## src/rtl/uart_tx_arb_pkg.sv

```systemverilog
// Shared types and constants for the uart_tx arbiter and its uart_tx neighbour.
// Optional build macro used by uart_tx_arb: UART_TX_ARB_LINE_LOCK_EN.
package uart_tx_arb_pkg;

  typedef enum logic [1:0] {
    ST_IDLE    = 2'd0,
    ST_START   = 2'd1,
    ST_WAIT_HI = 2'd2,
    ST_WAIT_LO = 2'd3
  } arb_state_e;

  localparam logic [7:0] ASCII_LF     = 8'h0A;
  localparam int         CLK_HZ       = 12_000_000;
  localparam int         BAUD         = 115_200;
  localparam int         CLKS_PER_BIT = CLK_HZ / BAUD;
  localparam int         ID_W         = 3;

  function automatic logic [7:0] onehot8(input logic [ID_W-1:0] idx);
    onehot8 = 8'b1 << idx;
  endfunction

endpackage

```

## src/rtl/uart_tx_arb_rr_pick.sv

```systemverilog
// Combinational round-robin picker: first set request after the last grant,
// wrapping modulo N. Written generically for reuse by other shared-resource arbiters.
module uart_tx_arb_rr_pick
  import uart_tx_arb_pkg::*;
#(
  parameter int N = 4
) (
  input  logic [N-1:0]    req_i,
  input  logic [ID_W-1:0] last_i,
  output logic [ID_W-1:0] idx_o,
  output logic            found_o
);

  // Padding to 8 bits keeps the 3-bit search index legal for any N in 2..8.
  logic [7:0] req_pad;
  assign req_pad = 8'(req_i);

  always_comb begin
    idx_o   = '0;
    found_o = 1'b0;
    for (int k = 1; k <= N; k++) begin
      if (!found_o && req_pad[ID_W'((int'(last_i) + k) % N)]) begin
        found_o = 1'b1;
        idx_o   = ID_W'((int'(last_i) + k) % N);
      end
    end
  end

endmodule

```

## src/rtl/uart_tx_arb.sv

```systemverilog
// Round-robin sharing of one uart_tx between N_REQ byte producers.
// Define UART_TX_ARB_LINE_LOCK_EN to keep a winner locked until it sends a line feed.
module uart_tx_arb
  import uart_tx_arb_pkg::*;
#(
  parameter int N_REQ   = 4,
  parameter int BUSY_TO = 15
) (
  input  logic                 clk_i,
  input  logic                 rst_i,
  input  logic [N_REQ-1:0]     req_valid_i,
  input  logic [8*N_REQ-1:0]   req_data_i,
  output logic [N_REQ-1:0]     req_ready_o,
  output logic                 tx_start_o,
  output logic [7:0]           tx_data_o,
  input  logic                 tx_busy_i,
  output logic [ID_W-1:0]      grant_id_o,
  output logic                 err_to_o
`ifdef UART_TX_ARB_LINE_LOCK_EN
  ,
  output logic                 locked_o
`endif
);

  localparam int CNT_W = $clog2(BUSY_TO + 1);

  arb_state_e       state_q;
  logic [CNT_W-1:0] cnt_q;
  logic [CNT_W-1:0] cnt_d;
  logic             tx_start_q;
  logic [7:0]       tx_data_q;
  logic [ID_W-1:0]  grant_id_q;
  logic             err_to_q;

  logic [7:0]       valid_pad;
  logic [7:0]       req_byte [8];
  logic [ID_W-1:0]  rr_idx;
  logic             rr_found;
  logic [ID_W-1:0]  win_idx;
  logic             win_found;
  logic [7:0]       win_byte;
  logic [7:0]       win_onehot;
  logic             grant_ok;
  logic             xfer;

  // Unused lanes read as idle so the 3-bit winner index can address them safely.
  generate
    for (genvar gi = 0; gi < 8; gi++) begin : g_lane
      if (gi < N_REQ) begin : g_used
        assign valid_pad[gi] = req_valid_i[gi];
        assign req_byte[gi]  = req_data_i[8*gi +: 8];
      end else begin : g_unused
        assign valid_pad[gi] = 1'b0;
        assign req_byte[gi]  = 8'h00;
      end
    end
  endgenerate

  uart_tx_arb_rr_pick #(
    .N (N_REQ)
  ) u_rr_pick (
    .req_i   (req_valid_i),
    .last_i  (grant_id_q),
    .idx_o   (rr_idx),
    .found_o (rr_found)
  );

`ifdef UART_TX_ARB_LINE_LOCK_EN
  logic locked_q;

  // While locked, only the owner of the current line may be granted.
  always_comb begin
    if (locked_q) begin
      win_idx   = grant_id_q;
      win_found = valid_pad[grant_id_q];
    end else begin
      win_idx   = rr_idx;
      win_found = rr_found;
    end
  end

  assign locked_o = locked_q;
`else
  assign win_idx   = rr_idx;
  assign win_found = rr_found;
`endif

  assign win_byte    = req_byte[win_idx];
  assign win_onehot  = onehot8(win_idx);
  assign grant_ok    = (state_q == ST_IDLE) && !tx_busy_i && win_found;
  assign req_ready_o = grant_ok ? win_onehot[N_REQ-1:0] : '0;
  assign xfer        = |(req_valid_i & req_ready_o);
  assign cnt_d       = cnt_q + 1'b1;

  always_ff @(posedge clk_i) begin
    if (rst_i) begin
      state_q    <= ST_IDLE;
      cnt_q      <= '0;
      tx_start_q <= 1'b0;
      tx_data_q  <= 8'h00;
      grant_id_q <= ID_W'(N_REQ - 1);
      err_to_q   <= 1'b0;
`ifdef UART_TX_ARB_LINE_LOCK_EN
      locked_q   <= 1'b0;
`endif
    end else begin
      tx_start_q <= 1'b0;
      case (state_q)
        ST_IDLE: begin
          if (xfer) begin
            state_q    <= ST_START;
            tx_start_q <= 1'b1;
            tx_data_q  <= win_byte;
            grant_id_q <= win_idx;
`ifdef UART_TX_ARB_LINE_LOCK_EN
            locked_q   <= (win_byte != ASCII_LF);
`endif
          end
        end
        ST_START: begin
          state_q <= ST_WAIT_HI;
          cnt_q   <= '0;
        end
        ST_WAIT_HI: begin
          if (tx_busy_i) begin
            state_q <= ST_WAIT_LO;
          end else begin
            cnt_q <= cnt_d;
            // uart_tx never acknowledged the byte; give up on it.
            if (cnt_d == CNT_W'(BUSY_TO)) begin
              err_to_q <= 1'b1;
              state_q  <= ST_IDLE;
            end
          end
        end
        ST_WAIT_LO: begin
          if (!tx_busy_i) begin
            state_q <= ST_IDLE;
          end
        end
        default: state_q <= ST_IDLE;
      endcase
    end
  end

  assign tx_start_o = tx_start_q;
  assign tx_data_o  = tx_data_q;
  assign grant_id_o = grant_id_q;
  assign err_to_o   = err_to_q;

endmodule

```

## config.mk

```make
export PLATFORM = sky130hd
export DESIGN_NAME = uart_tx_arb
export DESIGN_NICKNAME = d
export VERILOG_FILES = /design/src/rtl/uart_tx_arb_pkg.sv /design/src/rtl/uart_tx_arb_rr_pick.sv /design/src/rtl/uart_tx_arb.sv
export SDC_FILE = /design/constraint.sdc
export NUM_CORES = 1
export LEC_CHECK = 0
export CORE_MARGIN = 2
export CORE_UTILIZATION = 41
export DETAILED_ROUTE_END_ITERATION = 8
export GPL_ROUTABILITY_DRIVEN = 0
export PLACE_DENSITY = 0.84
export SLEW_MARGIN = 20
export SYNTH_ARGS = -nofsm -noshare
export SYNTH_HDL_FRONTEND = slang
export SYNTH_SLANG_ARGS = --single-unit
export TNS_END_PERCENT = 10
```

## constraint.sdc

```tcl
create_clock -name clk_i -period 1.7 [get_ports clk_i]
set_input_delay 0.17 -clock clk_i [delete_from_list [all_inputs] [get_ports clk_i]]
set_output_delay 0.17 -clock clk_i [all_outputs]
set_load 0.02 [all_outputs]
```

# Yosys cells after proc, flatten, opt, wreduce, memory -nomap -nowiden
# Cells that the tools add are included.
[totals]
regBits = 19
input_bits = 39
output_inout_bits = 17
elab_cells = 86
[classes]
add_sub_neg = 5
order_cmp = 5
n_eq_ne = 8
shifts = 1
n_mux = 32
bitwise_logic = 8
n_reduce_logical = 21
[op_table]
columns = ["operator", "count"]
rows = [
  ["8-bit binary-select mux with 3-bit select", 1],
  ["3-bit by 5-bit less-than comparator with 1-bit output (second input constant)", 4],
  ["8-bit two-way mux", 2],
  ["1-bit two-way mux", 13],
  ["1-bit binary-select mux with 3-bit select", 4],
  ["3-bit two-way mux", 4],
  ["2-bit OR reduction", 5],
  ["2-bit two-way mux", 4],
  ["4-bit two-way mux", 2],
  ["2-bit case mux with 4 select lines", 1],
  ["4-bit case mux with 2 select lines", 1],
  ["2-bit != test (second input constant)", 3],
  ["3-bit AND reduction", 2],
  ["1-bit logical AND", 5],
  ["2-bit by 1-bit adder with 2-bit output (second input constant)", 2],
  ["2-bit adder (second input constant)", 2],
  ["4-bit by 1-bit adder with 4-bit output (second input constant)", 1],
  ["1-bit bitwise AND (first input constant)", 4],
  ["4-bit bitwise AND", 1],
  ["2-bit equality test (second input constant)", 2],
  ["4-bit equality test (second input constant)", 1],
  ["4-bit >= comparator (second input constant)", 1],
  ["1-bit logical NOT", 4],
  ["3-bit NOT with 4-bit output", 1],
  ["8 further kinds", 10],
]

# Depth between registers and ports, before layout
# Gate-level depths: netlist of the first run.
[logic_depth]
depth_word = 22
depth_mapped = 8

# Modules after synthesis
# From an unflattened synthesis of the first run, not the netlist that was laid out.
[hier_totals]
hier_cells = 136
area_unflattened_um2 = 1285.0
[modules_own_cells]
columns = ["mod", "instances", "cells_each", "area_each_um2", "seq_area_each_um2"]
rows = [
  ["uart_tx_arb", 1, 120, 1182.4, 380.4],
  ["uart_tx_arb_rr_pick", 1, 16, 102.6, 0.0],
]

# Worst setup path before layout of the first run
# No wires, ideal clock.
[synth_path]
path_kind = "flip-flop to output port"
from = "register grant_id_q[0], in the netlist grant_id_o[0]"
to = "output port req_ready_o[0]"
arrival_ns = 1.762
t_required_ns = 1.530
setup_slack_ns = -0.232
stages_incl_launch_ff = 8
path_buffers = 2
path_cell_list = "dfxtp_1 -> nand2b_1 -> a21o_1 -> buf_2 -> and3_4 -> buf_4 -> inv_2 -> nor3_1"
[synth_via]
elab_chain_len = 18
word_cells_on_any_way = 41
[synth_lines]
columns = ["item", "line_no", "text"]
rows = [
  ["start: declaration", "uart_tx_arb.sv:32", "logic [ID_W-1:0] grant_id_q;"],
  ["start signal: assignment", "uart_tx_arb.sv:101", "grant_id_q <= ID_W'(N_REQ - 1);"],
  ["start signal: assignment", "uart_tx_arb.sv:114", "grant_id_q <= win_idx;"],
  ["2-bit by 1-bit adder with 2-bit output", "uart_tx_arb_rr_pick.sv:22, uart_tx_arb_rr_pick.sv:24", ""],
  ["2-bit OR reduction (no line)", "n/a", ""],
  ["1-bit bitwise AND (no line)", "n/a", ""],
  ["1-bit binary-select mux with 3-bit select", "uart_tx_arb_rr_pick.sv:22", "if (!found_o && req_pad[ID_W'((int'(last_i) + k) % N)]) begin"],
  ["1-bit two-way mux (not written as such) (2 in series)", "uart_tx_arb_rr_pick.sv:22", ""],
  ["1-bit two-way mux", "uart_tx_arb_rr_pick.sv:22", ""],
  ["1-bit logical NOT", "uart_tx_arb_rr_pick.sv:22", ""],
  ["1-bit logical AND", "uart_tx_arb_rr_pick.sv:22", ""],
  ["1-bit two-way mux", "uart_tx_arb_rr_pick.sv:22", ""],
  ["1-bit logical NOT", "uart_tx_arb_rr_pick.sv:22", ""],
  ["1-bit logical AND", "uart_tx_arb_rr_pick.sv:22", ""],
  ["1-bit two-way mux", "uart_tx_arb_rr_pick.sv:22", ""],
  ["1-bit logical NOT", "uart_tx_arb_rr_pick.sv:22", ""],
  ["1-bit logical AND", "uart_tx_arb_rr_pick.sv:22", ""],
  ["3-bit two-way mux / 1-bit two-way mux (equally long branches)", "uart_tx_arb_rr_pick.sv:22", ""],
  ["1-bit by 3-bit << shifter with 4-bit output / 1-bit logical AND (equally long branches)", "uart_tx_arb_pkg.sv:19, uart_tx_arb.sv:90", ""],
  ["4-bit two-way mux (*)", "uart_tx_arb.sv:91", "assign req_ready_o = grant_ok ? win_onehot[N_REQ-1:0] : '0;"],
  ["end: declaration", "uart_tx_arb.sv:13", "output logic [N_REQ-1:0] req_ready_o,"],
]
# Every way passes the cells marked *; elsewhere a longest branch is shown, timed or not. The select of a mux whose other input is x is not followed.

# Worst setup path after layout of the first run
[layout_path]
from = "register grant_id_q[0], in the netlist grant_id_o[0]"
to = "output port req_ready_o[1]"
# The elaborated chain is that of the path after synthesis.

==> results of run 1 <==
-- flip-flops by register name (all words and copies together) (netlist names) --
register,cells
cnt_q,4
err_to_o,1
grant_id_o,2
state_q,2
tx_data_o,8
tx_start_o,1
-- kinds of logic (layout without fill, tap and decap cells) --
| group | Yosys count | count (layout) | share of synthesized area [%] |
|---|---|---|---|
| muxes | 8 | 8 | 6.79 |
| buffers and inverters | 21 | 87 | 9.33 |
| other | 1 | 1 | 0.318 |
| AOI/OAI and AO/OA | 55 | 55 | 33.2 |
| xor gates and xnor gates | 2 | 2 | 1.48 |
| DFF | 18 | 18 | 30.5 |
| and+or+nand+nor | 38 | 38 | 16.2 |
| adders and majority gates | 2 | 2 | 2.12 |
-- worst max path at each step --
stage | start | endpoint | slack (ns) | cells after the start
5_1_grt | grant_id_o[0] | req_ready_o[0] | -0.07 | 6
4_1_cts | grant_id_o[0] | req_ready_o[0] | -0.04 | 6
3_5_place_dp | req_valid_i[3] | req_ready_o[3] | -0.57 | 6
3_3_place_gp | req_valid_i[3] | req_ready_o[3] | -0.49 | 6
6_report | grant_id_o[0] | req_ready_o[1] | -0.01 | 5
2_1_floorplan | grant_id_o[0] | req_ready_o[0] | -0.02 | 7
-- power by group through the flow --
stage,Clock [mW],Combinational [mW],Sequential (mW)
global route,0.242,0.600,0.491
floorplan,0,0.247,0.530
detailed placement,0,0.530,0.491
global placement,0,0.517,0.491
CTS,0.220,0.534,0.484
finish,0.227,0.559,0.485
-- metrics by stage --
| step | setup TNS, ns | setup slack, ns |
|---|---|---|
| 2_1_floorplan | -0.0292 | -0.0183 |
| 3_3_place_gp | -4.43 | -0.493 |
| 3_5_place_dp | -5.38 | -0.565 |
| 4_1_cts | -0.0429 | -0.0423 |
| 5_1_grt | -0.343 | -0.0730 |
| 6_report | -0.0155 | -0.00979 |
-- layout make-up --
class	instances	share of cell area (%)
clock buffers	3	1.16
flip-flops and latches	18	18.9
repair buffers	74	35.9
inverters	10	1.94
multi-input cells	106	40.1
well taps	31	2.00
-- metal layers --
layer	up-vias	GRT usage [%]
li1	653	-
met1	631	24.8
met2	59	41.1
met3	13	4.91
met4	0	10.3
met5	-	0
-- synthesized netlist by cell type (all sizes together) (2+ instances only) --
| library cell | number | area (um2) |
|---|---|---|
| nand2 | 6 | 22.5 |
| a211oi | 16 | 120 |
| a22oi | 2 | 15.0 |
| buf | 8 | 61.3 |
| inv | 10 | 37.5 |
| mux2i | 8 | 80.1 |
| o21ai | 7 | 50.1 |
| nand2b | 4 | 25.0 |
| nor2b | 4 | 25.0 |
| nor3 | 4 | 25.0 |
| a31oi | 9 | 56.3 |
| ha | 2 | 25.0 |
| clkbuf | 3 | 11.3 |
| dfxtp | 18 | 360 |
| nor2 | 14 | 52.6 |
| a21oi | 5 | 25.0 |
| a21o | 2 | 15.0 |
| or2 | 2 | 12.5 |
| o21bai | 8 | 60.1 |
-- cells in the final DEF, fill, tap and decap left out, types with 2 or more instances in the layout --
cell type / count
buf_4: 20
a31oi_1: 9
nor2_1: 12
nand2b_1: 2
a21oi_1: 5
clkdlybuf4s50_1: 47
a211oi_1: 15
o21ai_0: 3
clkbuf_4: 3
nor2_2: 2
buf_6: 4
nor2b_1: 2
dfxtp_1: 16
nor3_4: 2
or2_1: 2
o21ai_1: 2
mux2i_1: 8
dlygate4sd2_1: 2
inv_1: 9
o21bai_1: 8
nand2_1: 6
a22oi_1: 2
nand2b_4: 2
ha_1: 2
a21o_1: 2
-- worst register-to-register path, delay by kind of cell, from the launching register on --
family | cells | cell delay, ns
flops | 1 | 0.37
compound gates | 3 | 0.58
simple gates | 2 | 0.36
buf+inv | 1 | 0.21
-- timing repair --
action	4_1_cts	5_1_grt
endpoints found under the setup margin	12	5
gates resized for setup	27	13
pin swaps	1	4
setup buffers	0	1
gates cloned	0	0
==> metrics.txt, run 1 <==
period utilization 101%; utilization after layout a little over two thirds; DRT antenna net count 0; number of global-route vias before repair between 1000 and 1500; Top Metal Used met4; reg-to-reg critical path endpoint tx_data_o[3]; hold depth 3; Total GRT Usage a little under a quarter; combined buffer and inverter count along the critical path 2; Chip Width between 50 and 60 um; CTS Buf Count 3; gr ovfl total 0; Layout area overhead 64.1%; quantity of hold-fixing buffers added after cts 0; initial DRC count between 40 and 50; hold slack slightly below 0.5 ns; Int Power around 0.84 mW; sequential area share after synthesis slightly above 30%; Power Total about 1.3 mW; setup slack after layout -0.00979 ns; P_sw about 0.43 mW; Setup Viol. Count Final 2; DRC 0; synth warn 0; Wirelength per Cell ~15 um; Worst Skew approximately 0.0056 ns; Max Fanout on Critical Path 3; deepest clock path buffer count 2; layout cells sized above 1 between 20% and 30%; largest net degree at the start of global routing 17; R2R setup slack 0.05 ns; Post-synth top flop dfxtp_1; DIE AREA between 3000 and 4000 um2; Filler Cell Count approximately 210; met3 wire length between 200 and 300 um; register area around 370 um2; flop and latch count out of synthesis 18; slowest stage delay, CP about 0.37 ns; post-synthesis cell area 1180 um2; RSZ-0062 raised after global routing true; worst min-delay path startpoint req_data_i[15]; Worst setup EP type output port; Unique masters post-synth 40; Max Cap Violations 0; die span in y roughly 58 um; R2R Path Start grant_id_o[0]; row count 19; Reg power frac a little under two fifths; final instance area 1940 um2; H-tree depth 1; Final HPWL DP approximately 2800 um; Mapped Cells around 150; Ant. Diodes 0; Sw Ratio 34.1%; vias 1356; DRT met1 WL approximately 1400 um; delay-heaviest family, CP flip-flops; crit-path cells nand2b_4, o221a_4, buf_6, nor3_4, buf_6; Placed Instances ~240; Reg clk slew, reported paths 0.11 ns; Clock Sinks 18; met2 WL post-DR roughly 1800 um; final hold violations 0; first-pass GRT wire length between 5000 and 6000 um; syn nets around 190; Post-synth ARST share 0%; maximum clock rate about 0.58 GHz; worst vdd ir ~500 uV; Min-Delay Endpoint tx_data_o[7]; Core Region 2730 um2; nets@finish between 200 and 300; failing checks setup timing; status finished, violations left; Pins Over Slew Limit 0; Worst Hold Class in -> reg; startpoint types flip-flop; initial antenna violation count 0; EDFF count, synth 0; PwrDens roughly 660 nW/um2; first drt pass iteration count 4; CTS tree built; total wire length about 3600 um; initial core utilization 43.2%; fin crit period 1.71 ns; average size of a mapped cell between 8 and 9 um2; WP data arrival 1.54 ns; most used cell, CP buf_6; Worst EP required 1.53 ns; combinational power share 44.0%; DR vias/cell between 5 and 6; non-filler instance count after layout 242; clock network power share between 10% and 20%; Skew-Pair Late Insertion Delay 0.31 ns; critical path class reg -> out; IO Count between 50 and 60; multi-input logic area 776 um2; highest-delay cell along the critical path dfxtp_4; DP Area roughly 1800 um2; leakage power 0.821 nW; root buf cell clkbuf_4; reg2reg path depth 6; I/O Buffers between 50 and 60
(Power assumes the default switching activity.)
==> run 2, diff against run 1 <==
Settings changed: CAP_MARGIN set to 20, SETUP_SLACK_MARGIN set to 0.05.
==> metrics.txt, run 2 (synthesis results as in run 1) <==
root buf cell clkbuf_4; Final HPWL DP 2720 um; DR vias/cell between 5 and 6; final hold violations 0; initial DRC count 67; Chip Width about 58 um; Ant. Diodes 0; maximum clock rate around 0.60 GHz; clock network power share between 10% and 20%; Total GRT Usage between 20% and 30%; setup TNS 0 ns; Sw Ratio about a third; post-CTS setup buffers 0; quantity of hold-fixing buffers added after cts 0; IO Count 56; deepest clock path buffer count 2; initial antenna violation count 0; status finished clean; CTS Buf Count 3; total wire length around 3400 um; first drt pass iteration count 4; Worst setup EP type output port; DRC 0; critical path class reg -> out; Max Cap Violations 0; Int Power 0.882 mW; die span in y between 50 and 60 um; commonest non-fill, non-tap cell in the layout clkdlybuf4s50_1; Filler Cell Count around 190; nets@finish around 250; CP Launch Point grant_id_o[0]; Skew-Pair Late Insertion Delay between 0.2 and 0.3 ns; layout cells sized above 1 21.8%; Pins Over Slew Limit 0; I/O Buffers between 50 and 60; DIE AREA ~3300 um2; Worst Hold Class reg -> reg; Reg clk slew, reported paths 0.10 ns; R2R Path Start grant_id_o[0]; worst min-delay path startpoint err_to_o; Setup Viol. Count Final 0; gr ovfl total 0; Worst EP required ~1.5 ns; startpoint types flip-flop; PwrDens around 670 nW/um2; WP data arrival between 1 and 1.5 ns; commonest cells after routing, fill and taps aside clkdlybuf4s50_1 (47), buf_4 (20), dfxtp_1 (16); fin crit period roughly 1.7 ns; hold slack between 0.5 and 0.6 ns; Core Region approximately 2700 um2; Max Fanout on Critical Path 5; Worst Skew around 0.0045 ns; H-tree depth 1; Placed Instances 238; Wirelength per Cell about 14 um; Largest register FFs 8; largest net degree at the start of global routing 17; Power Total between 1 and 1.5 mW; Clock Sinks 18; number of global-route vias before repair 1295; P_sw ~0.41 mW; first-pass GRT wire length approximately 5700 um; RSZ-0062 raised after global routing true; initial core utilization a little over two fifths; leakage power slightly above 0.8 nW; Layout area overhead 64.7%; period utilization 97.7%; Reg power frac 38.0%; DRT antenna net count 0; vias between 1000 and 1500; row count 19; non-filler instance count after layout 242; worst vdd ir between 500 and 600 uV; CTS tree built; combinational power share between 40% and 50%
run 2: timing repair:
item / CTS / global route
pin swaps: 7 / 1
gates resized for setup: 32 / 9
setup endpoints to repair: 12 / 13
run 2: final cells by class:
cell class / count / area (um2) / area share [%]
Clock buffer: 4 / 36.3 / 1.87
Inverter: 10 / 40.0 / 2.06
Multi-Input combinational cell: 106 / 778 / 40.1
Sequential cell: 18 / 365 / 18.8
Tap cell: 31 / 38.8 / 2.00
Timing Repair Buffer: 73 / 684 / 35.2
run 2: path summary, 6_finish.rpt:
| path | slack (ns) | to | cells after the start |
|---|---|---|---|
| worst max register to register | 0.07 | tx_data_o[7] | 6 |
| worst max-delay path | 0.04 | req_ready_o[0] | 6 |
| worst min register to register | 0.51 | err_to_o | 2 |
| worst min-delay path | 0.51 | err_to_o | 2 |
run 2: layer usage:
| layer | share of wire [%] | GRT usage, % |
|---|---|---|
| met1 | 43 | 27.3 |
| met2 | 51 | 37.3 |
| met4 | 1.3 | 8.97 |
| met5 | 0 | 0 |
| met3 | 5.3 | 3.57 |
run 2: per-stage QoR:
step           utilization (%)  worst slack (ns)  area, um2
6_report                  71.1            0.0389       1940
5_1_grt                   71.1           -0.0195       1940
4_1_cts                   70.0            0.0403       1910
3_5_place_dp              67.6            -0.537       1850
3_3_place_gp              67.6            -0.491       1850
2_1_floorplan                -            0.0353       1200
run 2: power by group through the flow:
| stage | Combinational, mW | Sequential (mW) | Clock [mW] |
|---|---|---|---|
| global route | 0.592 | 0.497 | 0.280 |
| global placement | 0.512 | 0.495 | 0 |
| finish | 0.551 | 0.492 | 0.253 |
| floorplan | 0.247 | 0.531 | 0 |
| detailed placement | 0.526 | 0.496 | 0 |
| CTS | 0.540 | 0.490 | 0.259 |
run 2: critical path, stage by stage, from the launching register on:
cell and delay [ns]:
dfxtp_4 0.39, nand2b_4 0.13, a21o_1 0.15, and3_4 0.24, inv_4 0.05, nor3_4 0.11
buf_6 0.14
==> run 3, diff against run 2 <==
Settings changed: GPL_ROUTABILITY_DRIVEN 0 to unset.
==> results of run 3 <==
The final DEF is identical to that of run 2; final timing and power are the same.
